**src/rtl/ft245_pkg.sv**
```systemverilog
// ft245_pkg: shared state encoding and constants for the FT245 FIFO responder.
package ft245_pkg;

    localparam int unsigned FT_BYTE_W      = 8;
    localparam int unsigned FT_SYNC_STAGES = 2;

    typedef enum logic [2:0] {
        ST_IDLE,
        ST_RD_ACTIVE,
        ST_RD_RECOVER,
        ST_WR_ACTIVE,
        ST_WR_RECOVER
    } ft_state_t;

endpackage

```
**src/rtl/ft245_fifo_responder_fifo.sv**
```systemverilog
// ft_sync_fifo: single-clock byte queue with combinational head, full/empty and level.
module ft_sync_fifo
    import ft245_pkg::*;
#(
    parameter int unsigned DEPTH = 16
) (
    input  logic                   clk,
    input  logic                   rst_n,
    input  logic                   push,
    input  logic [FT_BYTE_W-1:0]   push_data,
    input  logic                   pop,
    output logic [FT_BYTE_W-1:0]   head,
    output logic                   full,
    output logic                   empty,
    output logic [$clog2(DEPTH):0] level
);

    localparam int unsigned AW = $clog2(DEPTH);
    localparam int unsigned LW = AW + 1;

    logic [FT_BYTE_W-1:0] mem [DEPTH];
    logic [AW-1:0]        wr_ptr;
    logic [AW-1:0]        rd_ptr;
    logic                 do_push;
    logic                 do_pop;

    assign do_push = push & ~full;
    assign do_pop  = pop & ~empty;
    assign full    = (level == LW'(DEPTH));
    assign empty   = (level == '0);
    assign head    = mem[rd_ptr];

    always_ff @(posedge clk or negedge rst_n) begin
        if (!rst_n) begin
            wr_ptr <= '0;
            rd_ptr <= '0;
            level  <= '0;
        end else begin
            if (do_push) wr_ptr <= wr_ptr + 1'b1;
            if (do_pop)  rd_ptr <= rd_ptr + 1'b1;
            case ({do_push, do_pop})
                2'b10:   level <= level + 1'b1;
                2'b01:   level <= level - 1'b1;
                default: level <= level;
            endcase
        end
    end

    always_ff @(posedge clk) begin
        if (do_push) mem[wr_ptr] <= push_data;
    end

endmodule

```
**src/rtl/ft245_fifo_responder.sv**
```systemverilog
// ft245_fifo_responder: device side of the FT232H/FT245 asynchronous FIFO bus.
// Define FT245_LOOPBACK_EN to push master-written bytes back into the read queue.
module ft245_fifo_responder
    import ft245_pkg::*;
#(
    parameter int unsigned DEPTH            = 16,
    parameter int unsigned RXF_INACTIVE_CYC = 4,
    parameter int unsigned TXE_INACTIVE_CYC = 4
) (
    input  logic                   CLOCK_50,
    input  logic                   reset_n,
    input  logic [7:0]             host_tx_data,
    input  logic                   host_tx_valid,
    output logic                   host_tx_ready,
    output logic [7:0]             host_rx_data,
    output logic                   host_rx_valid,
    input  logic                   host_rx_ready,
    output logic                   RXF_n,
    output logic                   TXE_n,
    input  logic                   RD_n,
    input  logic                   WR_n,
    input  logic [7:0]             data_in,
    output logic [7:0]             data_out,
    output logic                   data_oe,
    output logic [$clog2(DEPTH):0] tx_level,
    output logic [$clog2(DEPTH):0] rx_level,
    output logic                   protocol_err
);

    logic [FT_SYNC_STAGES-1:0]                rd_sync;
    logic [FT_SYNC_STAGES-1:0]                wr_sync;
    logic [FT_SYNC_STAGES-1:0][FT_BYTE_W-1:0] din_pipe;
    logic                                     rd_prev;
    logic                                     wr_prev;
    logic                                     rd_s;
    logic                                     wr_s;
    logic [FT_BYTE_W-1:0]                     din_s;
    logic                                     rd_fall;
    logic                                     rd_rise;
    logic                                     wr_fall;
    logic                                     wr_rise;
    logic                                     both_low;

    ft_state_t   state_q;
    ft_state_t   state_d;
    logic [15:0] cnt_q;
    logic [15:0] cnt_d;
    logic        rst_done;
    logic        fsm_pop;
    logic        fsm_push;
    logic        err_set;

    logic                 tx_push;
    logic [FT_BYTE_W-1:0] tx_wdata;
    logic                 tx_pop;
    logic [FT_BYTE_W-1:0] tx_head;
    logic                 tx_full;
    logic                 tx_empty;
    logic                 rx_push;
    logic                 rx_pop;
    logic                 rx_full;
    logic                 rx_empty;
    logic                 tgt_full;
    logic                 rxf_idle;
    logic                 txe_idle;

    always_ff @(posedge CLOCK_50 or negedge reset_n) begin
        if (!reset_n) begin
            rd_sync  <= '1;
            wr_sync  <= '1;
            din_pipe <= '0;
            rd_prev  <= 1'b1;
            wr_prev  <= 1'b1;
        end else begin
            rd_sync  <= {rd_sync[FT_SYNC_STAGES-2:0], RD_n};
            wr_sync  <= {wr_sync[FT_SYNC_STAGES-2:0], WR_n};
            din_pipe <= {din_pipe[FT_SYNC_STAGES-2:0], data_in};
            rd_prev  <= rd_s;
            wr_prev  <= wr_s;
        end
    end

    assign rd_s     = rd_sync[FT_SYNC_STAGES-1];
    assign wr_s     = wr_sync[FT_SYNC_STAGES-1];
    assign din_s    = din_pipe[FT_SYNC_STAGES-1];
    assign rd_fall  = rd_prev & ~rd_s;
    assign rd_rise  = ~rd_prev & rd_s;
    assign wr_fall  = wr_prev & ~wr_s;
    assign wr_rise  = ~wr_prev & wr_s;
    assign both_low = ~rd_s & ~wr_s;

    // Flags stay deasserted for the first cycle out of reset so both read high during reset.
    assign rxf_idle = tx_empty | ~rst_done;
    assign txe_idle = tgt_full | ~rst_done;

`ifdef FT245_LOOPBACK_EN
    assign tgt_full      = tx_full;
    assign host_tx_ready = ~tx_full & ~fsm_push;
    assign tx_push       = fsm_push | (host_tx_valid & host_tx_ready);
    assign tx_wdata      = fsm_push ? din_s : host_tx_data;
    assign rx_push       = 1'b0;
    assign rx_pop        = 1'b0;
    assign host_rx_valid = 1'b0;
`else
    assign tgt_full      = rx_full;
    assign host_tx_ready = ~tx_full;
    assign tx_push       = host_tx_valid & host_tx_ready;
    assign tx_wdata      = host_tx_data;
    assign rx_push       = fsm_push;
    assign rx_pop        = host_rx_valid & host_rx_ready;
    assign host_rx_valid = ~rx_empty;
`endif
    assign tx_pop = fsm_pop;

    ft_sync_fifo #(.DEPTH(DEPTH)) u_tx_fifo (
        .clk       (CLOCK_50),
        .rst_n     (reset_n),
        .push      (tx_push),
        .push_data (tx_wdata),
        .pop       (tx_pop),
        .head      (tx_head),
        .full      (tx_full),
        .empty     (tx_empty),
        .level     (tx_level)
    );

    ft_sync_fifo #(.DEPTH(DEPTH)) u_rx_fifo (
        .clk       (CLOCK_50),
        .rst_n     (reset_n),
        .push      (rx_push),
        .push_data (din_s),
        .pop       (rx_pop),
        .head      (host_rx_data),
        .full      (rx_full),
        .empty     (rx_empty),
        .level     (rx_level)
    );

    always_ff @(posedge CLOCK_50 or negedge reset_n) begin
        if (!reset_n) begin
            state_q      <= ST_IDLE;
            cnt_q        <= '0;
            rst_done     <= 1'b0;
            data_out     <= '0;
            protocol_err <= 1'b0;
        end else begin
            state_q      <= state_d;
            cnt_q        <= cnt_d;
            rst_done     <= 1'b1;
            data_out     <= tx_empty ? '0 : tx_head;
            protocol_err <= protocol_err | err_set;
        end
    end

    always_comb begin
        state_d  = state_q;
        cnt_d    = cnt_q;
        fsm_pop  = 1'b0;
        fsm_push = 1'b0;
        RXF_n    = rxf_idle;
        TXE_n    = txe_idle;
        unique case (state_q)
            ST_IDLE: begin
                if (!both_low) begin
                    if (rd_fall && !rxf_idle) begin
                        state_d = ST_RD_ACTIVE;
                    end else if (wr_fall && !txe_idle) begin
                        fsm_push = 1'b1;
                        state_d  = ST_WR_ACTIVE;
                    end
                end
            end
            ST_RD_ACTIVE: begin
                RXF_n = 1'b0;
                if (rd_rise) begin
                    fsm_pop = 1'b1;
                    cnt_d   = '0;
                    state_d = ST_RD_RECOVER;
                end
            end
            ST_RD_RECOVER: begin
                RXF_n = 1'b1;
                if (cnt_q == 16'(RXF_INACTIVE_CYC - 1)) state_d = ST_IDLE;
                else                                    cnt_d   = cnt_q + 16'd1;
            end
            ST_WR_ACTIVE: begin
                TXE_n = tgt_full;
                if (wr_rise) begin
                    cnt_d   = '0;
                    state_d = ST_WR_RECOVER;
                end
            end
            ST_WR_RECOVER: begin
                TXE_n = 1'b1;
                if (cnt_q == 16'(TXE_INACTIVE_CYC - 1)) state_d = ST_IDLE;
                else                                    cnt_d   = cnt_q + 16'd1;
            end
            default: state_d = ST_IDLE;
        endcase
        err_set = (rd_fall & RXF_n) | (wr_fall & TXE_n) | both_low;
    end

    // Raw RD_n gates the driver so the byte is on the bus inside the master's sample window.
    assign data_oe = ~RD_n & ((state_q == ST_IDLE) | (state_q == ST_RD_ACTIVE)) & ~tx_empty;

endmodule

```
**config.mk**
```make
export PLATFORM = sky130hd
export DESIGN_NAME = ft245_fifo_responder
export DESIGN_NICKNAME = d
export VERILOG_FILES = /design/src/rtl/ft245_pkg.sv /design/src/rtl/ft245_fifo_responder_fifo.sv /design/src/rtl/ft245_fifo_responder.sv
export SDC_FILE = /design/constraint.sdc
export NUM_CORES = 1
export LEC_CHECK = 0
export ABC_AREA = 1
export BUFFER_PORTS_ARGS = -buffer_cell sky130_fd_sc_hd__buf_4
export CAP_MARGIN = 20
export CORE_MARGIN = 3
export CORE_UTILIZATION = 35
export DETAILED_ROUTE_END_ITERATION = 10
export PLACE_DENSITY_LB_ADDON = 0.05
export SYNTH_ARGS = -nofsm -noshare
export SYNTH_HDL_FRONTEND = slang
export SYNTH_SLANG_ARGS = --single-unit
export TNS_END_PERCENT = 100
```
**constraint.sdc**
```tcl
create_clock -name CLOCK_50 -period 2.6 [get_ports CLOCK_50]
set_input_delay 0.52 -clock CLOCK_50 [delete_from_list [all_inputs] [get_ports CLOCK_50]]
set_output_delay 0.52 -clock CLOCK_50 [all_outputs]
set_load 0.005 [all_outputs]
```
==> run_summary.xml, run 1 <==
<?xml version="1.0" encoding="UTF-8"?>
<metrics>
  <group name="grt">
    <metric name="grt_pass1_wl" unit="microns">55700</metric>
    <metric name="first_global_vias" unit="">9134</metric>
    <metric name="overflow" unit="">0</metric>
    <metric name="grt_max_degree" unit="">40</metric>
    <metric name="grt_antenna_before_repair" unit="">0</metric>
    <metric name="gr-usage-all-layers" unit="%">17.5</metric>
  </group>
  <group name="floorplan">
    <metric name="floorplan.initialDensity" unit="%">35.7</metric>
    <metric name="core-area" unit="sq mm">0.0390</metric>
    <metric name="top_level_port_count" unit="">54</metric>
    <metric name="row_count" unit="">72</metric>
    <metric name="die_x" unit="microns">206</metric>
    <metric name="die_area" unit="sq mm">0.0422</metric>
    <metric name="height_of_the_chip" unit="microns">206</metric>
  </group>
  <group name="sta">
    <metric name="finalSetupViolCount" unit="">5</metric>
    <metric name="number_of_pins_exceeding_their_max_slew_limit_in_the_final_report" unit="">0</metric>
    <metric name="final.setup.tns" unit="ns">-0.154</metric>
    <metric name="hold_violations" unit="">0</metric>
    <metric name="finClkSkew" unit="ns">0.0247</metric>
    <metric name="post-route-min-period" unit="ns">2.66</metric>
    <metric name="timing.slew.headroom" unit="%">57.1</metric>
    <metric name="maximum_achievable_frequency" unit="GHz">0.376</metric>
    <metric name="fin_ws" unit="ns">-0.0567</metric>
    <metric name="rsz0062_at_grt" unit="">true</metric>
    <metric name="final.period_utilization" unit="%">102</metric>
    <metric name="tightest_slew" unit="ns">0.644</metric>
  </group>
  <group name="clocking">
    <metric name="numCtsBuffers" unit="">38</metric>
    <metric name="clock_tree_root_driver_cell" unit="">clkbuf_16</metric>
    <metric name="cts_max_level" unit="">2</metric>
    <metric name="clock_tree_from_tritoncts" unit="">built</metric>
    <metric name="cts_num_sinks" unit="">333</metric>
    <metric name="clock_latency" unit="ns">0.56</metric>
    <metric name="cts-root-to-sink-buffers" unit="">3</metric>
    <metric name="clkTransAtPathRegs" unit="ns">0.05</metric>
  </group>
  <group name="yosys">
    <metric name="synth.cells.most_frequent" unit="">287 x nand2_1, 256 x edfxtp_1, 136 x nor2_1, 135 x nand3_1, 84 x o21ai_0</metric>
    <metric name="most_common_flop_cell_mapped_by_yosys" unit="">edfxtp_1</metric>
    <metric name="post_synth_inst_count" unit="">1233</metric>
    <metric name="dominant_cells_by_area_after_synthesis" unit="">edfxtp_1 55%, dfrtp_1 13%, nand2_1 7.7%</metric>
    <metric name="ys_seq_elements" unit="">333</metric>
    <metric name="synth_top_cell_area_share" unit="%">55.2</metric>
    <metric name="syn_nets" unit="">1275</metric>
    <metric name="syn_area_per_cell" unit="sq um">11.3</metric>
    <metric name="synth-seq-area-share" unit="%">69.0</metric>
    <metric name="yosysWarningCount" unit="">0</metric>
    <metric name="synthesis.area" unit="sq mm">0.0139</metric>
    <metric name="synth_async_sr_flop_share" unit="%">23.1</metric>
    <metric name="yosys_top_cell_by_area" unit="">edfxtp_1</metric>
    <metric name="yosys.cell_count.top_type" unit="">nand2_1</metric>
    <metric name="edff_count_synth" unit="">256</metric>
    <metric name="synth.distinct_cells" unit="">36</metric>
  </group>
  <group name="drt">
    <metric name="drt_first_pass_iters" unit="">5</metric>
    <metric name="via_count" unit="">9274</metric>
    <metric name="detail_route.drc_violations" unit="">0</metric>
    <metric name="final_antenna_net_count" unit="">0</metric>
    <metric name="avgRoutedWirePerCell" unit="microns">19.2</metric>
    <metric name="avgViaCountPerCell" unit="">4.87</metric>
    <metric name="drt-initial-drc-count" unit="">447</metric>
    <metric name="postRouteWirelength" unit="microns">36500</metric>
  </group>
  <group name="worst_setup_path">
    <metric name="rr_startpoint" unit="">state_q[1]</metric>
    <metric name="regToRegSetupSlack" unit="ns">0.26</metric>
    <metric name="critical_path.max_stage_delay" unit="ns">0.41</metric>
    <metric name="critPathKind" unit="">reg2out</metric>
    <metric name="cp-start-kind" unit="">register</metric>
    <metric name="setup.worst_path.start" unit="">u_rx_fifo.rd_ptr[0]</metric>
    <metric name="worstSetupEndpointType" unit="">primary output</metric>
    <metric name="crit_chain" unit="">buf_12 &gt; buf_6 &gt; buf_16 &gt; o21ai_2 &gt; o21ai_2 &gt; o211ai_1 &gt; nand2_1 &gt; buf_6</metric>
    <metric name="crit_required" unit="ns">2.08</metric>
    <metric name="critical_path_peak_fanout" unit="">7</metric>
    <metric name="worst_path_dominant_cell_family" unit="">buffers and inverters</metric>
    <metric name="crit_slowest_cell" unit="">dfrtp_2</metric>
    <metric name="worst-path-buf-inv" unit="">4</metric>
    <metric name="arrival" unit="ns">2.14</metric>
  </group>
  <group name="layout">
    <metric name="antenna_cells" unit="">0</metric>
    <metric name="fin_util" unit="%">43.6</metric>
    <metric name="areaGrowthSynthToFinish" unit="%">22.0</metric>
    <metric name="post_route_cells_drive_above_1_share" unit="%">18.8</metric>
    <metric name="layoutNonFillerInstCount" unit="">1903</metric>
    <metric name="finish.net_count" unit="">1397</metric>
  </group>
  <group name="pwr">
    <metric name="fin_total_pwr" unit="W">0.0187</metric>
    <metric name="vdd_drop_max" unit="mV">0.614</metric>
    <metric name="leakage" unit="nW">6.56</metric>
    <metric name="p_per_area" unit="mW/mm^2">1100</metric>
  </group>
  <group name="run_status">
    <metric name="outcome" unit="">complete, but fails checks</metric>
    <metric name="failed_checks" unit="">negative setup slack</metric>
  </group>
  <group name="min_path">
    <metric name="hold_path.class" unit="">in2reg</metric>
    <metric name="hold_sp" unit="">data_in[4]</metric>
  </group>
  <group name="placement">
    <metric name="pre_cts_ws" unit="ns">0.0365</metric>
    <metric name="place.detailed.instances" unit="">1816</metric>
    <metric name="number_of_buffers_inserted_by_port_buffering" unit="">53</metric>
    <metric name="place.detailed.hpwl" unit="microns">22500</metric>
    <metric name="routabilityCongestion" unit="">0.768</metric>
  </group>
  <group name="run">
    <metric name="drv_cap" unit="">0</metric>
  </group>
</metrics>
## state kept, by name (all words and copies together), names as in the netlist, 2 cells and up
signal,count
u_rx_fifo.mem,128
u_tx_fifo.mem,128
cnt_q,16
data_out,8
din_pipe,8
din_s,8
u_rx_fifo.level,5
u_tx_fifo.level,5
u_rx_fifo.rd_ptr,4
u_rx_fifo.wr_ptr,4
u_tx_fifo.rd_ptr,4
u_tx_fifo.wr_ptr,4
state_q,3
rd_sync,2
wr_sync,2
## cell families (layout without fill, tap and decap cells)
kind of cell / Yosys count / count (layout) / synth area share (%)
other: 1 / 1 / 0.0269
AO/OA/AOI/OAI: 146 / 146 / 6.08
XOR/XNOR: 20 / 20 / 1.26
adder cells (fa/ha/maj): 20 / 20 / 1.85
AND/OR/NAND/NOR: 596 / 596 / 18.2
flip-flops: 333 / 333 / 69.0
buffers and inverters: 117 / 269 / 3.57
## per-stage QoR
| stage | cell area, sq um | hold slack, ns |
|---|---|---|
| 2_1_floorplan | 13900 | 0.224 |
| 3_3_place_gp | 15300 | 0.332 |
| 3_5_place_dp | 15300 | 0.336 |
| 4_1_cts | 16800 | 0.0276 |
| 5_1_grt | 17000 | 0.0348 |
| 6_report | 17000 | 0.0673 |
## cell type report
type | count | area, sq um
fillers | 3670 | 22000
flip-flops and latches | 333 | 9630
multi-input cells | 783 | 3990
repair buffers | 132 | 1260
clock buffers | 50 | 1050
well taps | 518 | 648
inverters | 65 | 278
clock inverters | 20 | 144
repair inverters | 2 | 16.3
## power breakdown
part	leakage, nW	switching, W	total [W]	internal [W]
combinational	2.73	0.00419	0.00685	0.00267
sequential	3.24	0.000416	0.00670	0.00628
clock	0.582	0.00216	0.00511	0.00295
total	6.56	0.00676	0.0187	0.0119
## worst paths after layout
path	endpoint	depth (start not counted)
worst min register to register	din_s[7]	0
worst max-delay path	host_rx_data[1]	8
worst min-delay path	din_pipe[4]	1
worst max register to register	u_rx_fifo.level[4]	15
max in group asynchronous	u_tx_fifo.rd_ptr[0]	3
min in group asynchronous	u_tx_fifo.level[1]	2
## layout by cell type (no fill, tap or decap), drive strengths merged, types with 18 or more instances in the layout
master	synthesis	final
nand2	293	293
ha	19	19
o21ai	84	84
clkinv	3	21
inv	62	60
dfrtp	71	71
nor2	139	139
edfxtp	256	256
o211ai	22	22
a21oi	22	22
clkbuf	21	51
nand3	135	135
nand4	18	18
buf	31	130
## per-layer routing
metal  wire length, microns  GRT usage, %  vias up
met2                  16800          27.3      137
met3                   1580          3.61       42
met4                    582          4.42        0
met1                  17600          25.1     4559
met5                      0             0        -
li1                       -             -     4536
## what timing repair did
| action | CTS | global route |
|---|---|---|
| setup buffers | 7 | 2 |
| hold endpoints to repair | 27 | 0 |
| resized for setup | 76 | 38 |
| hold buffers | 1 | 0 |
| setup endpoints to repair | 9 | 10 |
| cloned | 5 | 3 |
| pin swaps | 24 | 13 |
Note: power is estimated with default switching activity, not from simulation.
==> inputs of run 2 (changes only) <==
--- a/config.mk
+++ b/config.mk
@@ -11,7 +11,6 @@
 export CORE_MARGIN = 3
 export CORE_UTILIZATION = 35
 export DETAILED_ROUTE_END_ITERATION = 10
-export PLACE_DENSITY_LB_ADDON = 0.05
 export SYNTH_ARGS = -nofsm -noshare
 export SYNTH_HDL_FRONTEND = slang
 export SYNTH_SLANG_ARGS = --single-unit
==> run_summary.xml, run 2 (synthesis results as in run 1) <==
<?xml version="1.0" encoding="UTF-8"?>
<metrics>
  <group name="run_status">
    <metric name="outcome" unit="">finished clean</metric>
  </group>
  <group name="clocking">
    <metric name="numCtsBuffers" unit="">36</metric>
    <metric name="clock_latency" unit="ns">0.53</metric>
    <metric name="cts_num_sinks" unit="">333</metric>
    <metric name="clock_tree_from_tritoncts" unit="">built</metric>
    <metric name="cts_max_level" unit="">2</metric>
    <metric name="clock_tree_root_driver_cell" unit="">clkbuf_16</metric>
    <metric name="clkTransAtPathRegs" unit="ns">0.06</metric>
    <metric name="cts-root-to-sink-buffers" unit="">3</metric>
  </group>
  <group name="drt">
    <metric name="via_count" unit="">9249</metric>
    <metric name="drt-initial-drc-count" unit="">649</metric>
    <metric name="avgRoutedWirePerCell" unit="microns">17.1</metric>
    <metric name="avgViaCountPerCell" unit="">4.94</metric>
    <metric name="postRouteWirelength" unit="microns">32100</metric>
    <metric name="drt_first_pass_iters" unit="">6</metric>
    <metric name="detail_route.drc_violations" unit="">0</metric>
    <metric name="final_antenna_net_count" unit="">0</metric>
  </group>
  <group name="worst_setup_path">
    <metric name="most_numerous_cell_on_the_critical_path" unit="">nor2_1</metric>
    <metric name="crit_chain" unit="">inv_6 &gt; buf_12 &gt; nor2_1 &gt; nor2_1 &gt; o21ai_0 &gt; o211ai_1 &gt; nand3_1 &gt; nand2_1 &gt; buf_4</metric>
    <metric name="worst-path-buf-inv" unit="">3</metric>
    <metric name="worst_path_dominant_cell_family" unit="">flip-flops</metric>
    <metric name="critical_path.max_stage_delay" unit="ns">0.48</metric>
    <metric name="crit_slowest_cell" unit="">dfrtp_2</metric>
    <metric name="critical_path_peak_fanout" unit="">17</metric>
    <metric name="crit_required" unit="ns">2.08</metric>
    <metric name="cp-start-kind" unit="">register</metric>
    <metric name="critPathKind" unit="">reg2out</metric>
    <metric name="arrival" unit="ns">2.04</metric>
    <metric name="worstSetupEndpointType" unit="">primary output</metric>
  </group>
  <group name="floorplan">
    <metric name="die_x" unit="microns">206</metric>
    <metric name="die_area" unit="sq mm">0.0422</metric>
    <metric name="core-area" unit="sq mm">0.0390</metric>
    <metric name="row_count" unit="">72</metric>
    <metric name="height_of_the_chip" unit="microns">206</metric>
    <metric name="top_level_port_count" unit="">54</metric>
    <metric name="floorplan.initialDensity" unit="%">35.7</metric>
  </group>
  <group name="grt">
    <metric name="grt_pass1_wl" unit="microns">50300</metric>
    <metric name="first_global_vias" unit="">8751</metric>
    <metric name="gr-usage-all-layers" unit="%">15.3</metric>
    <metric name="grt_max_degree" unit="">67</metric>
    <metric name="grt_antenna_before_repair" unit="">0</metric>
    <metric name="overflow" unit="">0</metric>
  </group>
  <group name="sta">
    <metric name="maximum_achievable_frequency" unit="GHz">0.390</metric>
    <metric name="post-route-min-period" unit="ns">2.56</metric>
    <metric name="finClkSkew" unit="ns">0.0196</metric>
    <metric name="rsz0062_at_grt" unit="">true</metric>
    <metric name="final.period_utilization" unit="%">98.6</metric>
    <metric name="hold_violations" unit="">0</metric>
    <metric name="tightest_slew" unit="ns">0.716</metric>
    <metric name="timing.slew.headroom" unit="%">52.3</metric>
    <metric name="finalSetupViolCount" unit="">0</metric>
    <metric name="number_of_pins_exceeding_their_max_slew_limit_in_the_final_report" unit="">0</metric>
  </group>
  <group name="placement">
    <metric name="routabilityCongestion" unit="">0.824</metric>
    <metric name="number_of_buffers_inserted_by_port_buffering" unit="">53</metric>
    <metric name="place.detailed.hpwl" unit="microns">20600</metric>
  </group>
  <group name="min_path">
    <metric name="hold_path.class" unit="">in2reg</metric>
  </group>
  <group name="pwr">
    <metric name="fin_total_pwr" unit="W">0.0174</metric>
    <metric name="p_per_area" unit="mW/mm^2">1060</metric>
    <metric name="leakage" unit="nW">6.33</metric>
    <metric name="vdd_drop_max" unit="mV">0.598</metric>
  </group>
  <group name="layout">
    <metric name="post_route_cells_drive_above_1_share" unit="%">14.5</metric>
    <metric name="finish.net_count" unit="">1369</metric>
    <metric name="final_cell_mix" unit="">287 x nand2_1, 256 x edfxtp_1, 136 x nor2_1</metric>
    <metric name="biggestRegsByFlops" unit="">u_rx_fifo.mem: 128 flops, u_tx_fifo.mem: 128 flops, cnt_q: 16 flops</metric>
    <metric name="layout.cells.most_common" unit="">nand2_1</metric>
    <metric name="fin_util" unit="%">42.1</metric>
    <metric name="areaGrowthSynthToFinish" unit="%">17.8</metric>
    <metric name="antenna_cells" unit="">0</metric>
  </group>
  <group name="run">
    <metric name="drv_cap" unit="">0</metric>
  </group>
</metrics>
-- run 2: cell types whose count changed in the layout (fill, tap and decap cells not counted), sizes merged --
cell,before,now
bufinv,1,2
clkinvlp,5,1
clkbuf,51,55
buf,130,107
clkinv,21,13
-- run 2: where the power goes --
| part | internal, W | total [W] | switching [W] |
|---|---|---|---|
| Clock | 0.00309 | 0.00512 | 0.00204 |
| Sequential | 0.00628 | 0.00667 | 0.000387 |
| Combinational | 0.00199 | 0.00558 | 0.00359 |
| Total | 0.0114 | 0.0174 | 0.00602 |
-- run 2: path summary, 6_finish.rpt --
path | startpoint | depth (start not counted) | slack, ns | to
min reg2reg | din_pipe[2] | 0 | 0.34 | din_s[2]
min | data_in[4] | 1 | 0.11 | din_pipe[4]
max | u_rx_fifo.rd_ptr[0] | 9 | 0.04 | host_rx_data[3]
min in group asynchronous | reset_n | 2 | 0.53 | din_pipe[4]
max reg2reg | state_q[2] | 14 | 0.22 | u_tx_fifo.level[4]
max in group asynchronous | reset_n | 3 | 1.43 | wr_prev
-- run 2: area by class of cell --
class,instances,area [sq um]
clock buffers,55,1080
clock inverters,11,118
fillers,3663,22600
inverters,65,253
multi-input cells,783,3830
flip-flops and latches,333,9620
well taps,518,648
repair buffers,108,862
-- run 2: per-stage QoR --
stage               setup WS [ns]  area [sq um]  hold slack [ns]  TNS, ns  instances
detailed placement          0.134         15200            0.336        0       1804
global route               -0.107         16400           0.0787   -0.649       1873
CTS                       -0.0361         16400           0.0833   -0.173       1872
floorplan                   0.414         13900            0.224        0       1233
global placement            0.222         15200            0.333        0       1804
finish                     0.0366         16400            0.111        0       1873
-- run 2: routing by layer --
metal / up-vias / wire (microns) / GRT usage (%)
met3: 54 / 1650 / 2.55
met2: 229 / 16000 / 26.3
met1: 4498 / 13800 / 20.0
met4: 0 / 700 / 4.39
met5: - / 0 / 0
li1: 4468 / - / -
-- run 2: repair_timing --
item,in CTS,in global routing
hold endpoints to repair,24,0
gates resized for setup,8,11
pin swaps,2,2
hold buffers,1,0
setup buffers,1,1
endpoints found under the setup margin,8,9
